`config.mk`:
```
export PLATFORM = sky130hd
export DESIGN_NAME = branch_resolve_unit
export DESIGN_NICKNAME = d
export VERILOG_FILES = /design/src/rtl/branch_resolve_unit_pkg.sv /design/src/rtl/branch_resolve_unit_target_gen.sv /design/src/rtl/branch_resolve_unit.sv
export SDC_FILE = /design/constraint.sdc
export NUM_CORES = 1
export LEC_CHECK = 0
export ABC_AREA = 1
export BUFFER_PORTS_ARGS = -buffer_cell sky130_fd_sc_hd__buf_2
export CAP_MARGIN = 5
export CORE_AREA = 2 2 79 81
export CTS_CLUSTER_SIZE = 28
export DETAILED_ROUTE_END_ITERATION = 6
export DIE_AREA = 0 0 81 83
export PLACE_DENSITY = 0.72
export RECOVER_POWER = 25
export SLEW_MARGIN = 20
export SYNTH_ARGS = -nofsm -noshare
export SYNTH_HDL_FRONTEND = slang
export SYNTH_SLANG_ARGS = --single-unit
```
`constraint.sdc`:
```
create_clock -name clk -period 1.65 [get_ports clk]
set_input_delay 0.2475 -clock clk [delete_from_list [all_inputs] [get_ports clk]]
set_output_delay 0.2475 -clock clk [all_outputs]
set_load 0.02 [all_outputs]
```
`src/rtl/branch_resolve_unit_pkg.sv`:
```
// rtl/branch_resolve_unit_pkg.sv - shared MIPS opcode/funct encodings for the branch resolve slice
package branch_resolve_unit_pkg;

    localparam logic [5:0] OP_RTYPE = 6'b000000;
    localparam logic [5:0] OP_J     = 6'b000010;
    localparam logic [5:0] OP_JAL   = 6'b000011;
    localparam logic [5:0] OP_BEQ   = 6'b000100;
    localparam logic [5:0] OP_BNE   = 6'b000101;
    localparam logic [5:0] FN_JR    = 6'b001000;

    // Captures to squash after a redirect: fetch address register + registered RAM read.
    localparam int FLUSH_CYCLES_DEFAULT = 2;

endpackage

```
`src/rtl/branch_resolve_unit_target_gen.sv`:
```
// rtl/branch_resolve_unit_target_gen.sv - combinational control-flow decode: taken, target, link
module branch_target_gen
    import branch_resolve_unit_pkg::*;
#(
    parameter int ADDR_W = 4,
    parameter int DATA_W = 32
) (
    input  logic [DATA_W-1:0] instr,
    input  logic [ADDR_W-1:0] pc4,
    input  logic [DATA_W-1:0] rs_data,
    input  logic [DATA_W-1:0] rt_data,
    output logic              taken,
    output logic [ADDR_W-1:0] target,
    output logic              is_link
);

    logic [5:0]        opcode;
    logic [5:0]        funct;
    logic [ADDR_W-1:0] br_target;
    logic              rs_eq;
    logic              unused_instr_bits;

    assign opcode    = instr[31:26];
    assign funct     = instr[5:0];
    // Only the low ADDR_W bits of the offset matter: the sum wraps modulo 2^ADDR_W.
    assign br_target = pc4 + instr[ADDR_W-1:0];
    assign rs_eq     = (rs_data == rt_data);
    assign unused_instr_bits = ^instr;

    // Decode the instruction in ID into a redirect decision and its target.
    always_comb begin
        taken   = 1'b0;
        target  = '0;
        is_link = 1'b0;
        case (opcode)
            OP_J: begin
                taken  = 1'b1;
                target = instr[ADDR_W-1:0];
            end
            OP_JAL: begin
                taken   = 1'b1;
                target  = instr[ADDR_W-1:0];
                is_link = 1'b1;
            end
            OP_RTYPE: begin
                if (funct == FN_JR) begin
                    taken  = 1'b1;
                    target = rs_data[ADDR_W-1:0];
                end
            end
            OP_BEQ: begin
                taken  = rs_eq;
                target = br_target;
            end
            OP_BNE: begin
                taken  = !rs_eq;
                target = br_target;
            end
            default: begin
                taken = 1'b0;
            end
        endcase
    end

endmodule

```
`src/rtl/branch_resolve_unit.sv`:
```
// rtl/branch_resolve_unit.sv - IF/ID register, jump/branch redirect and wrong-path squash
module branch_resolve_unit
    import branch_resolve_unit_pkg::*;
#(
    parameter int ADDR_W       = 4,
    parameter int DATA_W       = 32,
    parameter int FLUSH_CYCLES = FLUSH_CYCLES_DEFAULT
) (
    input  logic              clk,
    input  logic              reset,
    input  logic [DATA_W-1:0] if_instr,
    input  logic [ADDR_W-1:0] if_pc4,
    input  logic [DATA_W-1:0] rs_data,
    input  logic [DATA_W-1:0] rt_data,
    output logic [4:0]        rs_addr,
    output logic [4:0]        rt_addr,
    output logic              mux_ctrl,
    output logic [ADDR_W-1:0] jp_address,
    output logic [DATA_W-1:0] id_instr,
    output logic [ADDR_W-1:0] id_pc4,
    output logic              id_valid,
    output logic              link_we,
    output logic [ADDR_W-1:0] link_data
);

    localparam int CNT_W = $clog2(FLUSH_CYCLES + 1);

    typedef enum logic {
        ST_RUN   = 1'b0,
        ST_FLUSH = 1'b1
    } state_e;

    state_e            state, state_n;
    logic [CNT_W-1:0]  flush_cnt, flush_cnt_n;
    logic              id_valid_n;
    logic [ADDR_W-1:0] pc4_d;
    logic              taken;
    logic [ADDR_W-1:0] target;
    logic              is_link;

    branch_target_gen #(
        .ADDR_W (ADDR_W),
        .DATA_W (DATA_W)
    ) u_target_gen (
        .instr   (id_instr),
        .pc4     (id_pc4),
        .rs_data (rs_data),
        .rt_data (rt_data),
        .taken   (taken),
        .target  (target),
        .is_link (is_link)
    );

    assign rs_addr    = id_instr[25:21];
    assign rt_addr    = id_instr[20:16];
    assign mux_ctrl   = taken & id_valid;
    assign jp_address = mux_ctrl ? target : '0;
    assign link_we    = is_link & id_valid;
    assign link_data  = id_pc4;

    // IF/ID capture; PC+1 is delayed once so it lines up with the RAM's registered output.
    always_ff @(posedge clk or posedge reset) begin
        if (reset) begin
            pc4_d    <= '0;
            id_instr <= '0;
            id_pc4   <= '0;
        end else begin
            pc4_d    <= if_pc4;
            id_instr <= if_instr;
            id_pc4   <= pc4_d;
        end
    end

    // Squash FSM state, flush counter and the validity of each capture.
    always_ff @(posedge clk or posedge reset) begin
        if (reset) begin
            state     <= ST_RUN;
            flush_cnt <= '0;
            id_valid  <= 1'b0;
        end else begin
            state     <= state_n;
            flush_cnt <= flush_cnt_n;
            id_valid  <= id_valid_n;
        end
    end

    // Next-state: a redirect opens the squash window; its last edge captures the target.
    always_comb begin
        state_n     = state;
        flush_cnt_n = flush_cnt;
        id_valid_n  = 1'b1;
        case (state)
            ST_RUN: begin
                if (mux_ctrl) begin
                    state_n     = ST_FLUSH;
                    flush_cnt_n = CNT_W'(FLUSH_CYCLES);
                    id_valid_n  = 1'b0;
                end
            end
            ST_FLUSH: begin
                flush_cnt_n = flush_cnt - CNT_W'(1);
                if (flush_cnt == CNT_W'(1)) begin
                    state_n    = ST_RUN;
                    id_valid_n = 1'b1;
                end else begin
                    id_valid_n = 1'b0;
                end
            end
            default: begin
                state_n     = ST_RUN;
                flush_cnt_n = '0;
            end
        endcase
    end

endmodule

```
==> results of run 1 <==
[Yosys cell counts (2+ instances only)]
cell type | number | area, sq um
inv_1 | 27 | 101.4
nand3_1 | 4 | 20.02
ha_1 | 4 | 50.05
nand2_1 | 49 | 183.9
nand4_1 | 2 | 12.51
nand2_4 | 2 | 22.52
or2_2 | 2 | 12.51
xnor2_1 | 26 | 227.7
nor2_1 | 24 | 90.09
buf_4 | 14 | 105.1
xor2_1 | 2 | 17.52
nor2_2 | 5 | 31.28
a221oi_1 | 3 | 26.28
dfrtp_1 | 44 | 1101
[layout make-up]
class                      count  area (sq um)  area share
tap                           75         93.84     0.02854
clock inverter                 3         42.54     0.01294
clock buffer                   5         68.82     0.02093
multi-input combinational    130         857.1      0.2607
timing repair buffer         180          1015      0.3086
sequential                    44          1106      0.3364
inverter                      28         105.1     0.03196
[report_power, final]
group | leakage, nW | switching [W] | internal, W
sequential | 0.509 | 0.0000695 | 0.00118
clock | 0.0541 | 0.000341 | 0.000447
combinational | 1.20 | 0.000372 | 0.000321
[metrics by stage]
| step | hold slack [ns] | setup TNS, ns |
|---|---|---|
| 3_3_place_gp | 0.2318 | -0.5132 |
| 3_5_place_dp | 0.2363 | -0.6746 |
| 4_1_cts | 0.04978 | -1.888 |
| 2_1_floorplan | 0.2789 | -0.2486 |
| 5_1_grt | 0.04169 | -2.492 |
| 6_report | 0.05805 | -1.837 |
[metal layers]
layer / wire length (um) / track usage
met1: 1928 / 0.1573
met2: 2667 / 0.2847
met3: 675 / 0.04783
met4: 116 / 0.06317
met5: 0 / 0
[path summary, 6_finish.rpt]
kind,startpoint,end,cells after the start
setup / recovery,id_instr[1],jp_address[2],7
hold / removal,if_instr[11],id_instr[11],1
setup reg to reg,id_instr[30],flush_cnt[1],10
hold reg to reg,pc4_d[3],id_pc4[3],0
max in group asynchronous,reset,id_instr[28],4
min in group asynchronous,reset,id_instr[19],3
[flip-flops by register name, summed over array words and instances, names as in the netlist]
register	count
id_instr	32
id_pc4	4
id_valid	1
state	1
pc4_d	4
flush_cnt	2
[cell families after synthesis]
logic type,share of synthesized area
simple gates,0.1907
flops,0.5327
compound gates,0.02240
xor+xnor,0.1186
buf+inv,0.1017
fa+ha+maj,0.03390
[worst reg2reg max path: cells and delay by family, from the launching register on]
| family | cells | cell delay [ns] |
|---|---|---|
| buffers and inverters | 1 | 0.14 |
| DFF | 1 | 0.41 |
| and+or+nand+nor | 9 | 0.96 |
[timing repair]
| action | in CTS | in global routing |
|---|---|---|
| setup buffers | 2 | 2 |
| resized for setup | 14 | 17 |
| pin swaps | 1 | 2 |
| setup endpoints to repair | 6 | 10 |
| hold buffers | 1 | 0 |
| endpoints found under the hold margin | 14 | 0 |
==> results.md, run 1 <==
- Area Overhead vs Synth: 59.08%
- Vias: 1967
- Worst Path Buf+Inv: 2
- Highest Clock Rate: 482.2 MHz
- Synthesized flop and latch total: 44
- Core area: 0.005816 sq mm
- Final Hold Viols: 0
- Via density: 4.230
- Post-Syn Area: 0.002067 sq mm
- Placed inst area: 0.003027 sq mm
- Main synth FF type: dfrtp_1
- Non-filler cells, final: 465
- Detailed-router iteration count before antenna repair: 4
- Mapped Cells: 216
- Setup CP Type: reg2out
- Detailed Route WL: 5389 um
- Leakage: 1.766 nW
- Critical path fanouts, max: 3
- Synth Area per Inst: 9.569 sq um
- Die ar.: 0.006723 sq mm
- Placed Instances: 453
- Die span in x: 81 um
- Critical path's slowest cell: dfrtp_2
- CP Cell Sequence: buf_6, fa_2, xnor2_1, nor2_1, a221oi_2, nor2_2, buf_6
- Layout cell share with drive strength beyond 1: 0.5718
- Clock latency on the worst-skew pair: 0.29 ns
- Root Driver: clkbuf_8
- CP endpoint kind: output pin
- Most frequent CP cell: buf_6
- Syn Nets: 323
- Worst slack, placed: -0.1693 ns
- Final min period: 2.074 ns
- Pwr Density: 829.6 mW/mm^2
- Worst Path Arrival: 1.83 ns
- First-pass GRT wire length: 8045 um
- Clock transition at the registers of the reported paths: 0.08 ns
- Worst-Margin Slew: 0.5162 ns
- CTS tree: done
- Relative slew slack: 0.6537
- Distinct cell type count after synthesis: 22
- Max incr delay on CP: 0.43 ns
- Nets@finish: 496
- Die height: 83 um
- Status: complete, but fails checks
- Overall overflow remaining after global route: 0
- Final core utilization: 0.5654
- Slew Viols, Final: 0
- Yosys warns: 0
- Sink Count: 44
- DRC Markers: 0
- Clk buf depth: 2
- DR iter-0 viols: 25
- Hold Path Class: in2reg
- Final setup fails: 5
- Post-synth EDFFs: 0
- CP required: 1.40 ns
- Peak ir drop on the vdd network: 801.8 uV
- Max-cap viol count: 0
- CP delay by family, top: flip-flops
- Commonest non-fill, non-tap cells in the layout: buf_2, nand2_1, dfrtp_1
- TritonCTS Buffers: 5
- Io pins: 159
- GRT Overall Usage: 0.1548
- RSZ-0062 raised after global routing: yes
- Antenna diode count: 0
- Vias in the first global route: 1907
- R2R setup slack: 0.09 ns
- Largest net degree at the start of global routing: 17
- Failing checks: setup timing
- Cell row count: 28
- Crit share post-route: 1.257
- Design area: 0.003288 sq mm
- Final WS setup: -0.4239 ns
- Starting Density: 0.3554
- Commonest non-fill, non-tap cell in the layout: buf_2
- Layout Skew: 0.005422 ns
- H-tree depth: 2
- Detailed Place HPWL: 4471 um
- Ys async rst share: 1.000
- IO buf count: 158
- Register area share after synthesis: 0.5327
- Antenna violations before repair: 0
- Final Total Pwr: 0.002728 W
- Antenna viol nets, final: 0
- CP startpoint kind: flip-flop
- DR WL/cell: 11.59 um
- GPL Wtd Cong: 0.7278
- Fillers: 515
(Power assumes the default switching activity.)
==> run 2, diff against run 1 <==
--- a/config.mk
+++ b/config.mk
@@ -12,6 +12,7 @@
 export CTS_CLUSTER_SIZE = 28
 export DETAILED_ROUTE_END_ITERATION = 6
 export DIE_AREA = 0 0 81 83
+export GPL_TIMING_DRIVEN = 0
 export PLACE_DENSITY = 0.72
 export RECOVER_POWER = 25
 export SLEW_MARGIN = 20
==> run 2 against run 1 <==
Against the previous run:
- the run still ends with setup timing left
- register-to-register slack improved by 0.02 ns
- sequential share of layout area grew 0.077 points
- die area unchanged
- non-clock buffer count is 3 higher
- clock-buffer cell count is 1 higher
- fmax is 0.84% lower
- sequential power about the same
- global-route usage up 0.73 points
- routed wire length grew 0.98%
- critical path type unchanged
- largest power group unchanged
==> results.md, run 2 (synthesized netlist as in run 1, its figures left out) <==
- Final Hold Viols: 0 (unchanged)
- CTS tree: done
- Worst Path Arrival: 1.84 ns (about the same)
- Max incr delay on CP: 0.43 ns (about the same)
- Final setup fails: 5 (unchanged)
- Cell row count: 28 (unchanged)
- Antenna diode count: 0 (unchanged)
- Antenna viol nets, final: 0 (unchanged)
- Clk buf depth: 2 (unchanged)
- Via density: 4.348 (+2.8%)
- DR iter-0 viols: 25 (unchanged)
- Detailed Place HPWL: 4398 um (-1.6%)
- Setup CP Type: reg2out
- Peak ir drop on the vdd network: 756.8 uV (-5.6%)
- Commonest non-fill, non-tap cell in the layout: buf_2
- Overall overflow remaining after global route: 0 (unchanged)
- Die span in x: 81 um (unchanged)
- Sink Count: 44 (unchanged)
- CP delay by family, top: compound AO/OA/AOI/OAI gates
- Largest net degree at the start of global routing: 26 (+9)
- Clock transition at the registers of the reported paths: 0.08 ns (about the same)
- Pwr Density: 784.7 mW/mm^2 (-5.4%)
- Leakage: 1.781 nW (+0.86%)
- Starting Density: 0.3554 (unchanged)
- Final WS setup: -0.4414 ns (-0.01751 ns)
- Hold Path Class: in2reg
- Clock latency on the worst-skew pair: 0.29 ns (about the same)
- Design area: 0.003281 sq mm (-0.23%)
- CP endpoint kind: output pin
- GPL Wtd Cong: 0.7305 (+0.37%)
- RSZ-0062 raised after global routing: yes
- Relative slew slack: 0.7012 (+0.04749)
- Setup TNS: -1.793 ns (+0.04401 ns)
- GRT Overall Usage: 0.1622 (+0.007347)
- Worst-Margin Slew: 0.4475 ns (-0.06869 ns)
- Vias in the first global route: 2054 (+7.7%)
- Critical path fanouts, max: 3 (unchanged)
- Placed inst area: 0.003024 sq mm (about the same)
- Critical path depth: 8 (+1)
- Failing checks: setup timing
- Detailed-router iteration count before antenna repair: 4 (unchanged)
- Max-cap viol count: 0 (unchanged)
- DRC Markers: 0 (unchanged)
- Worst Hold Path Cells: 1 (unchanged)
- Slew Viols, Final: 0 (unchanged)
- Commonest non-fill, non-tap cells in the layout: buf_2, nand2_1, dfrtp_1
- Largest regs: id_instr x32, id_pc4 x4, pc4_d x4
- CP Cell Sequence: ha_1, a21o_1, a21oi_2, xor2_1, nor2_1, a211oi_2, nor2_2, buf_6
- Critical path's slowest cell: dfrtp_2
- Worst Path Buf+Inv: 1 (-1)
- CP required: 1.40 ns (about the same)
- Die ar.: 0.006723 sq mm (unchanged)
- Antenna violations before repair: 0 (unchanged)
- Die height: 83 um (unchanged)
- Core area: 0.005816 sq mm (unchanged)
- IO buf count: 158 (unchanged)
- Status: complete, but fails checks
- Root Driver: clkbuf_8
- Detailed Route WL: 5442 um (+0.98%)
- Largest register FFs: 32 (unchanged)
- R2R cell count: 10 (unchanged)
- Nets@finish: 499 (+0.60%)
- Layout Skew: 0.006452 ns (+0.001029 ns)
- H-tree depth: 2 (unchanged)
- Highest Clock Rate: 478.1 MHz (-0.84%)
- Io pins: 159 (unchanged)
- First-pass GRT wire length: 8438 um (+4.9%)
- TritonCTS Buffers: 5 (unchanged)
- Vias: 2035 (+3.5%)
- CP startpoint kind: flip-flop
- Final min period: 2.091 ns (+0.01751 ns)
- Largest reg by FF count: id_instr
- DR WL/cell: 11.63 um (+0.34%)
- Crit share post-route: 1.268 (+0.01061)
- Layout cell share with drive strength beyond 1: 0.5751 (+0.003269)
- Area Overhead vs Synth: 58.72%
- Fillers: 498 (-3.3%)
## run 2: cell types whose count changed in the layout (fill, tap and decap cells not counted), sizes merged
| cell | previous run | this run |
|---|---|---|
| inv | 27 | 28 |
| bufinv | 1 | 0 |
| clkinv | 2 | 1 |
| buf | 179 | 182 |
| clkbuf | 5 | 6 |
## run 2: what timing repair did
item / in CTS / in global routing
hold buffers: 1 / 0
setup endpoints to repair: 5 / 6
endpoints found under the hold margin: 19 / 0
pin swaps: 5 / 2
setup buffers: 7 / 2
gates resized for setup: 20 / 6
## run 2: power breakdown
part / total, W / switching (W) / internal [W]
registers: 0.00124 / 0.0000682 / 0.00118
logic: 0.000681 / 0.000358 / 0.000323
clock network: 0.000649 / 0.000348 / 0.000301
## run 2: layer usage
metal  track usage  vias to the layer above  wire length, um
met2        0.3020                      139             2685
met3       0.06413                       10              780
met4       0.05855                        0               91
met5             0                        -                0
li1              -                      992                -
met1        0.1556                      894             1884
## run 2: worst paths after layout
kind | end | startpoint | slack (ns)
min in group asynchronous | id_instr[17] | reset | 0.50
max in group asynchronous | id_pc4[0] | reset | 0.68
max | jp_address[3] | id_instr[1] | -0.44
max reg2reg | flush_cnt[1] | id_instr[1] | 0.11
min | id_instr[15] | if_instr[15] | 0.05
min reg2reg | id_pc4[3] | pc4_d[3] | 0.35
## run 2: final cells by class
| cell class | count | area (sq um) | area share |
|---|---|---|---|
| Buffer | 14 | 105.1 | 0.03204 |
| Timing Repair Buffer | 169 | 927.1 | 0.2826 |
| Sequential cell | 44 | 1106 | 0.3371 |
| Clock buffer | 6 | 72.57 | 0.02212 |
| Tap cell | 75 | 93.84 | 0.02860 |
| Inverter | 28 | 105.1 | 0.03204 |
| Clock inverter | 2 | 16.27 | 0.004958 |
| Multi-Input combinational cell | 130 | 854.6 | 0.2605 |
## run 2: metrics by stage
step	std cells	setup slack, ns	total power (W)	util	hold WS [ns]
floorplan	216	-0.08186	0.001647	-	0.2789
global placement	449	-0.2204	0.001898	0.5153	0.3320
detailed placement	450	-0.2176	0.001925	0.5200	0.2753
CTS	466	-0.4736	0.002599	0.5577	0.04408
global route	468	-0.5855	0.002726	0.5641	0.03774
finish	468	-0.4414	0.002574	0.5641	0.05384
